--- config.mk ---
export PLATFORM = sky130hd
export DESIGN_NAME = mem_stage
export DESIGN_NICKNAME = d
export VERILOG_FILES = /design/src/rtl/mem_stage.sv
export SDC_FILE = /design/constraint.sdc
export NUM_CORES = 1
export LEC_CHECK = 0
export CAP_MARGIN = 25
export CORE_AREA = 4 4 90 92
export CTS_CLUSTER_SIZE = 16
export DETAILED_ROUTE_END_ITERATION = 8
export DIE_AREA = 0 0 94 96
export PLACE_DENSITY = 0.95
export SETUP_SLACK_MARGIN = 0.2
export SYNTH_ARGS = -nofsm -noshare
export SYNTH_HDL_FRONTEND = slang
export SYNTH_SLANG_ARGS = --single-unit
--- constraint.sdc ---
create_clock -name clk -period 3.7 [get_ports clk]
set_clock_uncertainty 0.05 [all_clocks]
set_input_delay 0.555 -clock clk [delete_from_list [all_inputs] [get_ports clk]]
set_output_delay 0.555 -clock clk [all_outputs]
set_load 0.01 [all_outputs]
--- src/rtl/mem_stage.sv ---
// Memory pipeline stage: EX/MEM register, a two-state data-memory access
// controller with a bounded wait, and the MEM/WB register feeding write-back.
module mem_stage (
  input  logic        clk,
  input  logic        rest,
  input  logic [15:0] Controll_Signals_In,
  input  logic [15:0] AluResult_In,
  input  logic [15:0] StoreData_In,
  input  logic [3:0]  Rd_In,
  input  logic        Flush_In,
  input  logic        Mem_Ack,
  input  logic [15:0] Mem_RData,
  output logic        Mem_Req,
  output logic        Mem_We,
  output logic [15:0] Mem_Addr,
  output logic [15:0] Mem_WData,
  output logic        Stall_Out,
  output logic [15:0] EXMEMData,
  output logic [3:0]  EXMEM_Rd,
  output logic        EXMEM_RegWrite,
  output logic [15:0] MEMWBData,
  output logic [3:0]  MEMWB_Rd,
  output logic        MEMWB_RegWrite,
  output logic        Mem_Err
);

  localparam int REG_WRITE_BIT  = 15;
  localparam int MEM_TO_REG_BIT = 13;
  localparam int MEM_READ_BIT   = 12;
  localparam int MEM_WRITE_BIT  = 11;

  typedef enum logic {IDLE, ACCESS} state_t;

  state_t      state;
  logic [3:0]  wait_cnt;
  logic        mem_err_q;

  logic        exmem_reg_write;
  logic        exmem_mem_to_reg;
  logic        exmem_mem_read;
  logic        exmem_mem_write;
  logic [15:0] exmem_alu;
  logic [15:0] exmem_store;
  logic [3:0]  exmem_rd;

  logic        in_access;
  logic        held_write;
  logic        held_read;
  logic        timeout;
  logic        incoming_mem;
  logic [15:0] wb_data;
  logic        wb_reg_write;
  logic        unused_ctrl;

  // Control bits the stage never looks at are folded into a sink signal.
  assign unused_ctrl = ^{Controll_Signals_In[14], Controll_Signals_In[10:0]};

  // A write wins when both MemRead and MemWrite are set.
  assign in_access    = (state == ACCESS);
  assign held_write   = exmem_mem_write;
  assign held_read    = exmem_mem_read & ~exmem_mem_write;
  assign timeout      = in_access & ~Mem_Ack & (wait_cnt == 4'hF);
  assign Stall_Out    = in_access & ~Mem_Ack & ~timeout;
  assign incoming_mem = ~Flush_In &
                        (Controll_Signals_In[MEM_READ_BIT] | Controll_Signals_In[MEM_WRITE_BIT]);

  assign Mem_Req   = in_access;
  assign Mem_We    = in_access & held_write;
  assign Mem_Addr  = in_access ? exmem_alu   : 16'h0000;
  assign Mem_WData = in_access ? exmem_store : 16'h0000;

  // A held load cannot forward a value yet, so its RegWrite is hidden.
  assign EXMEMData      = exmem_alu;
  assign EXMEM_Rd       = exmem_rd;
  assign EXMEM_RegWrite = exmem_reg_write & ~held_read;

  // The error flag is visible in the very cycle the timeout happens.
  assign Mem_Err = mem_err_q | timeout;

  // EX/MEM register: loads whenever the stage is not stalled, bubble on flush.
  always_ff @(posedge clk or posedge rest) begin
    if (rest) begin
      exmem_reg_write  <= 1'b0;
      exmem_mem_to_reg <= 1'b0;
      exmem_mem_read   <= 1'b0;
      exmem_mem_write  <= 1'b0;
      exmem_alu        <= 16'h0000;
      exmem_store      <= 16'h0000;
      exmem_rd         <= 4'h0;
    end else if (!Stall_Out) begin
      if (Flush_In) begin
        exmem_reg_write  <= 1'b0;
        exmem_mem_to_reg <= 1'b0;
        exmem_mem_read   <= 1'b0;
        exmem_mem_write  <= 1'b0;
        exmem_alu        <= 16'h0000;
        exmem_store      <= 16'h0000;
        exmem_rd         <= 4'h0;
      end else begin
        exmem_reg_write  <= Controll_Signals_In[REG_WRITE_BIT];
        exmem_mem_to_reg <= Controll_Signals_In[MEM_TO_REG_BIT];
        exmem_mem_read   <= Controll_Signals_In[MEM_READ_BIT];
        exmem_mem_write  <= Controll_Signals_In[MEM_WRITE_BIT];
        exmem_alu        <= AluResult_In;
        exmem_store      <= StoreData_In;
        exmem_rd         <= Rd_In;
      end
    end
  end

  // Access controller: stays in ACCESS while waiting, re-enters it directly
  // when a new memory op is loaded on the completing edge.
  always_ff @(posedge clk or posedge rest) begin
    if (rest) begin
      state    <= IDLE;
      wait_cnt <= 4'h0;
    end else if (Stall_Out) begin
      wait_cnt <= wait_cnt + 4'h1;
    end else if (incoming_mem) begin
      state    <= ACCESS;
      wait_cnt <= 4'h0;
    end else begin
      state    <= IDLE;
      wait_cnt <= 4'h0;
    end
  end

  // Sticky timeout flag, cleared only by reset.
  always_ff @(posedge clk or posedge rest) begin
    if (rest) begin
      mem_err_q <= 1'b0;
    end else if (timeout) begin
      mem_err_q <= 1'b1;
    end
  end

  // Write-back value: memory data for loads to register, zeroed on timeout.
  always_comb begin
    wb_data      = exmem_alu;
    wb_reg_write = exmem_reg_write & ~held_write;
    if (held_read && exmem_mem_to_reg) begin
      wb_data = Mem_RData;
    end
    if (timeout) begin
      wb_data      = 16'h0000;
      wb_reg_write = 1'b0;
    end
  end

  // MEM/WB register: takes the completed instruction, or a bubble while stalled.
  always_ff @(posedge clk or posedge rest) begin
    if (rest) begin
      MEMWBData      <= 16'h0000;
      MEMWB_Rd       <= 4'h0;
      MEMWB_RegWrite <= 1'b0;
    end else if (Stall_Out) begin
      MEMWBData      <= 16'h0000;
      MEMWB_Rd       <= 4'h0;
      MEMWB_RegWrite <= 1'b0;
    end else begin
      MEMWBData      <= wb_data;
      MEMWB_Rd       <= exmem_rd;
      MEMWB_RegWrite <= wb_reg_write;
    end
  end

endmodule

==> results.yml, run 1 <==
outcome:
  status: "finished clean"
final_layout:
  final_cell_mix: "clkdlybuf4s50_1 (137), dfrtp_1 (67), nand2b_1 (41), nand3_1 (41), and2_1 (37)"
  drive_gt1_frac: 0.122
  n_fill_cell: 597
  mostFrequentLayoutCell: "clkdlybuf4s50_1"
  insertedDiodeCount: 0
  syn2layout_area_growth_pct: 47.8
  nNetsFinal: 521
cts:
  cts_max_level: 3
  cts_setup_buffers: 0
  cts_tree: "done"
  cts_root_buf: "clkbuf_8"
  cts.sinks: 67
  cts_buffers: 9
  clockBufferDepth: 2
  path_clk_slew_ns: 0.06
  hold_buffers: 0
  insertion_delay_ns: 0.33
  cts_resized: 0
power:
  sw_frac_of_total: 0.275
  internal_power_mw: 1.27
  peakVddDrop_mv: 0.222
  pwr-share-clk: 0.298
  seq_power_share: 0.476
  p_comb_frac: 0.227
  p_leak_nw: 1.98
  p_switching_mw: 0.484
  p_per_area_mw_per_mm2: 371
global_route:
  grt_pass1_wl_um: 13600
  grt_usage: 0.195
  grt.overflow.total: 0
  grt_pass1_vias: 2741
  antenna_found_initial: 1
  grt_max_degree: 58
floorplan:
  die_area_mm2: 0.00902
  die_x_um: 94
  coreArea_mm2: 0.00721
  initial_core_util: 0.444
  die_y_um: 96
  io_pins: 150
  fp-row-count: 31
routing:
  antenna_left: 0
  vias_per_cell: 4.97
  vias: 2736
  drc_errors: 0
  routed_wirelength_um: 8710
  wl_per_cell_um: 15.8
  drt_first_pass_iters: 4
  drt_iter0_markers: 112
timing:
  hold_viol: 0
  drv_slew: 0
  fin_ws_ns: 0.846
  rsz0062_at_grt: "no"
  period_minus_slack_ns: 2.85
  setup_viol: 0
  relSlewSlack: 0.538
  post-route-period-util: 0.771
  tightest_slew_ns: 0.693
  tns_ns: 0
  clock.fmax_mhz: 350
synthesis:
  syn-num-nets: 392
  syn_avg_cell_area_um2: 10.0
  ys_seq_elements: 67
  synth.distinct_cells: 28
  yosysWarnings: 0
  synth.cell_area_mm2: 0.00320
  seq_area_frac_synth: 0.523
  synth_cells: 319
setup_path:
  cp-start-kind: "flip-flop"
  cpPeakStageDelay_ns: 0.57
  required_ns: 3.09
  path_cells: "ha_1 -> nand3_4 -> o21bai_1 -> clkdlybuf4s50_1"
  worstPathArrival_ns: 2.25
  crit_start: "wait_cnt[0]"
  timing.rr.start: "wait_cnt[0]"
  crit_fanout: 44
  slowest_stage: "clkdlybuf4s50_1"
  cp-end-kind: "output port"
  criticalPathCategory: "reg -> out"
placement:
  place_ws_ns: 1.15
  gp_congestion: 0.772
  place.port_buffers: 137
  place_hpwl_um: 6250
min_path:
  hp-start: "wait_cnt[0]"
  worst_hold_path_type: "reg -> reg"
flow_run:
  max_cap_viol_count: 0
[power groups by stage]
stage                     registers, mW  logic, mW  clock network, mW
after floorplan                   0.855      0.169                  0
after global routing              0.845      0.432              0.570
final                             0.836      0.398              0.523
after CTS                         0.836      0.405              0.535
after global placement            0.847      0.393                  0
after detailed placement          0.850      0.404                  0
[critical path: cells and delay by family (launching register included)]
kind | cells | cell delay [ns]
AOI/OAI and AO/OA | 1 | 0.31
adders and majority gates | 1 | 0.23
buffers and inverters | 1 | 0.57
DFF | 1 | 0.37
and+or+nand+nor | 1 | 0.44
[area by class of cell]
| class | instances | area (um^2) | share of cell area |
|---|---|---|---|
| clock buffers | 10 | 138 | 0.0291 |
| clock inverters | 5 | 30.0 | 0.00634 |
| inverters | 3 | 13.8 | 0.00291 |
| multi-input cells | 225 | 1350 | 0.284 |
| flip-flops and latches | 67 | 1680 | 0.354 |
| well taps | 99 | 124 | 0.0261 |
| repair buffers | 142 | 1410 | 0.297 |
[synthesized netlist by cell type, drive strengths merged]
master / instances / area share
and2b: 1 / 0.0031
nand3b: 1 / 0.0035
nand2b: 41 / 0.080
and2: 37 / 0.072
dfrtp: 67 / 0.52
o21ai: 41 / 0.098
xnor2: 1 / 0.0027
xor2: 1 / 0.0027
o21bai: 2 / 0.0047
nand2: 33 / 0.041
a21oi: 16 / 0.025
and3: 2 / 0.0039
a21boi: 1 / 0.0023
nand3: 42 / 0.070
nor2: 4 / 0.0047
inv: 3 / 0.0043
ha: 1 / 0.0039
clkbuf: 9 / 0.011
buf: 15 / 0.042
and3b: 1 / 0.0027
[kinds of logic after synthesis]
group,Yosys count,synth area share
XOR/XNOR,2,0.00547
flip-flops,67,0.523
adder cells (fa/ha/maj),1,0.00390
AO/OA/AOI/OAI,60,0.130
AND/OR/NAND/NOR,162,0.281
buffers and inverters,27,0.0566
[worst paths after layout]
check	slack [ns]	depth (start not counted)	to
worst max-delay path	0.85	4	Mem_Err
worst min-delay path	0.41	1	wait_cnt[0]
worst max register to register	1.49	6	EXMEMData[14]
worst min register to register	0.41	1	wait_cnt[0]
max in group asynchronous	2.05	3	EXMEMData[4]
min in group asynchronous	0.60	2	MEMWB_Rd[3]
[through the flow]
stage / area, um^2 / power [mW] / hold slack [ns] / std cells / util
floorplan: 3200 / 1.02 / 0.381 / 319 / -
global placement: 4570 / 1.24 / 0.396 / 536 / 0.633
detailed placement: 4570 / 1.25 / 0.407 / 536 / 0.633
CTS: 4740 / 1.78 / 0.416 / 551 / 0.657
global route: 4740 / 1.85 / 0.437 / 551 / 0.657
finish: 4740 / 1.76 / 0.413 / 551 / 0.657
[layer usage]
| metal | wire length [um] | track usage | up-vias | share of wire |
|---|---|---|---|---|
| li1 | - | - | 1314 | - |
| met1 | 3640 | 0.245 | 1307 | 0.42 |
| met2 | 4320 | 0.322 | 106 | 0.50 |
| met3 | 675 | 0.0696 | 7 | 0.078 |
| met4 | 65 | 0.0481 | 2 | 0.0075 |
| met5 | 12 | 0 | - | 0.0014 |
Power figures use the tool's default switching activity.
==> run 2, diff against run 1 <==
--- a/config.mk
+++ b/config.mk
@@ -6,11 +6,11 @@
 export NUM_CORES = 1
 export LEC_CHECK = 0
 export CAP_MARGIN = 25
-export CORE_AREA = 4 4 90 92
+export CORE_AREA = 4 4 94 96
 export CTS_CLUSTER_SIZE = 16
 export DETAILED_ROUTE_END_ITERATION = 8
-export DIE_AREA = 0 0 94 96
-export PLACE_DENSITY = 0.95
+export DIE_AREA = 0 0 98 100
+export PLACE_DENSITY = 0.9
 export SETUP_SLACK_MARGIN = 0.2
 export SYNTH_ARGS = -nofsm -noshare
 export SYNTH_HDL_FRONTEND = slang
==> constraint.sdc (replaced) <==
create_clock -name clk -period 2.7 [get_ports clk]
set_clock_uncertainty 0.05 [all_clocks]
set_input_delay 0.405 -clock clk [delete_from_list [all_inputs] [get_ports clk]]
set_output_delay 0.405 -clock clk [all_outputs]
set_load 0.01 [all_outputs]
==> results.yml, run 2 (synthesized netlist as in run 1, its figures left out) <==
outcome:
  status: "finished clean"
cts:
  insertion_delay_ns: 0.33
  hold_buffers: 0
  path_clk_slew_ns: 0.08
  cts_max_level: 3
  cts_buffers: 9
  cts.sinks: 67
  cts_setup_buffers: 0
  cts_root_buf: "clkbuf_8"
  clockBufferDepth: 2
  cts_tree: "done"
routing:
  vias: 2760
  drt_iter0_markers: 112
  routed_wirelength_um: 8910
  vias_per_cell: 4.91
  drt_first_pass_iters: 4
  antenna_left: 0
  drc_errors: 0
  wl_per_cell_um: 15.8
power:
  p_leak_nw: 2.02
  p_per_area_mw_per_mm2: 542
  peakVddDrop_mv: 0.257
final_layout:
  multiInputGateArea_mm2: 0.00136
  nNetsFinal: 524
  drive_gt1_frac: 0.134
  regArea_mm2: 0.00168
  n_fill_cell: 697
  final_cell_mix: "clkdlybuf4s50_1 (137), dfrtp_1 (66), nand2b_1 (41), nand3_1 (41), and2_1 (37)"
  mostFrequentLayoutCell: "clkdlybuf4s50_1"
  syn2layout_area_growth_pct: 51.2
  final_cells: 562
global_route:
  grt_usage: 0.179
  antenna_found_initial: 0
  grt.overflow.total: 0
  grt_pass1_vias: 2784
  grt_max_degree: 58
  grt_pass1_wl_um: 13900
floorplan:
  die_x_um: 98
  coreArea_mm2: 0.00805
  io_pins: 150
  fp-row-count: 33
  die_area_mm2: 0.00980
  die_y_um: 100
  initial_core_util: 0.398
placement:
  gp_congestion: 0.803
  place_inst: 544
  place.port_buffers: 137
  place_hpwl_um: 6280
min_path:
  worst_hold_path_type: "in -> async"
timing:
  rsz0062_at_grt: "no"
  period_minus_slack_ns: 2.37
  setup_viol: 0
  clock.fmax_mhz: 422
  drv_slew: 0
  relSlewSlack: 0.598
  post-route-period-util: 0.878
  hold_viol: 0
  tightest_slew_ns: 0.604
  tns_ns: 0
setup_path:
  worstPathArrival_ns: 1.92
  criticalPathCategory: "reg -> out"
  required_ns: 2.25
  crit_fanout: 11
  cp-start-kind: "flip-flop"
  timing.rr.start: "wait_cnt[0]"
  cp-end-kind: "output port"
  crit_start: "wait_cnt[0]"
flow_run:
  max_cap_viol_count: 0
[run 2: power breakdown]
group          internal (mW)  switching, mW
Sequential              1.08         0.0589
Combinational          0.317          0.236
Clock                  0.526          0.401
[run 2: critical path, stage by stage, from the launching register on]
cell and delay (ns):
dfrtp_1 0.38, ha_2 0.26, nand3_4 0.20, o21bai_1 0.18, clkdlybuf4s50_1 0.56
[run 2: timing repair]
| item | 4_1_cts | 5_1_grt |
|---|---|---|
| endpoints found under the hold margin | 0 | 0 |
| gates resized for setup | 0 | 2 |
| endpoints found under the setup margin | 0 | 2 |
[run 2: routing by layer]
| layer | GRT usage | wire, um |
|---|---|---|
| met3 | 0.0535 | 570 |
| met4 | 0.0607 | 108 |
| met1 | 0.217 | 3820 |
| met5 | 0 | 0 |
| met2 | 0.306 | 4410 |
[run 2: final timing paths]
check	to	slack, ns	cells past startpoint
hold reg to reg	wait_cnt[0]	0.43	1
setup / recovery	Mem_Err	0.33	4
min in group clk	wait_cnt[0]	0.43	1
hold / removal	MEMWB_Rd[3]	0.36	2
max in group asynchronous	MEMWBData[4]	1.49	3
setup reg to reg	EXMEMData[14]	0.81	6
[run 2: cell type report]
type / count / share of cell area
Multi-Input combinational cell: 226 / 0.281
Clock buffer: 9 / 0.0256
Inverter: 3 / 0.00284
Sequential cell: 67 / 0.346
Antenna cell: 1 / 0.000517
Tap cell: 105 / 0.0271
Clock inverter: 7 / 0.0204
Timing Repair Buffer: 144 / 0.297
[run 2: stage by stage]
stage | worst slack, ns | utilization | hold WS (ns) | power [mW] | instance area (um^2)
final | 0.329 | 0.602 | 0.362 | 2.62 | 4840
after detailed placement | 0.481 | 0.572 | 0.416 | 1.72 | 4600
after global placement | 0.482 | 0.572 | 0.397 | 1.71 | 4600
after floorplan | 0.562 | - | 0.381 | 1.40 | 3200
after global routing | 0.242 | 0.601 | 0.394 | 2.76 | 4840
after CTS | 0.222 | 0.600 | 0.367 | 2.66 | 4830
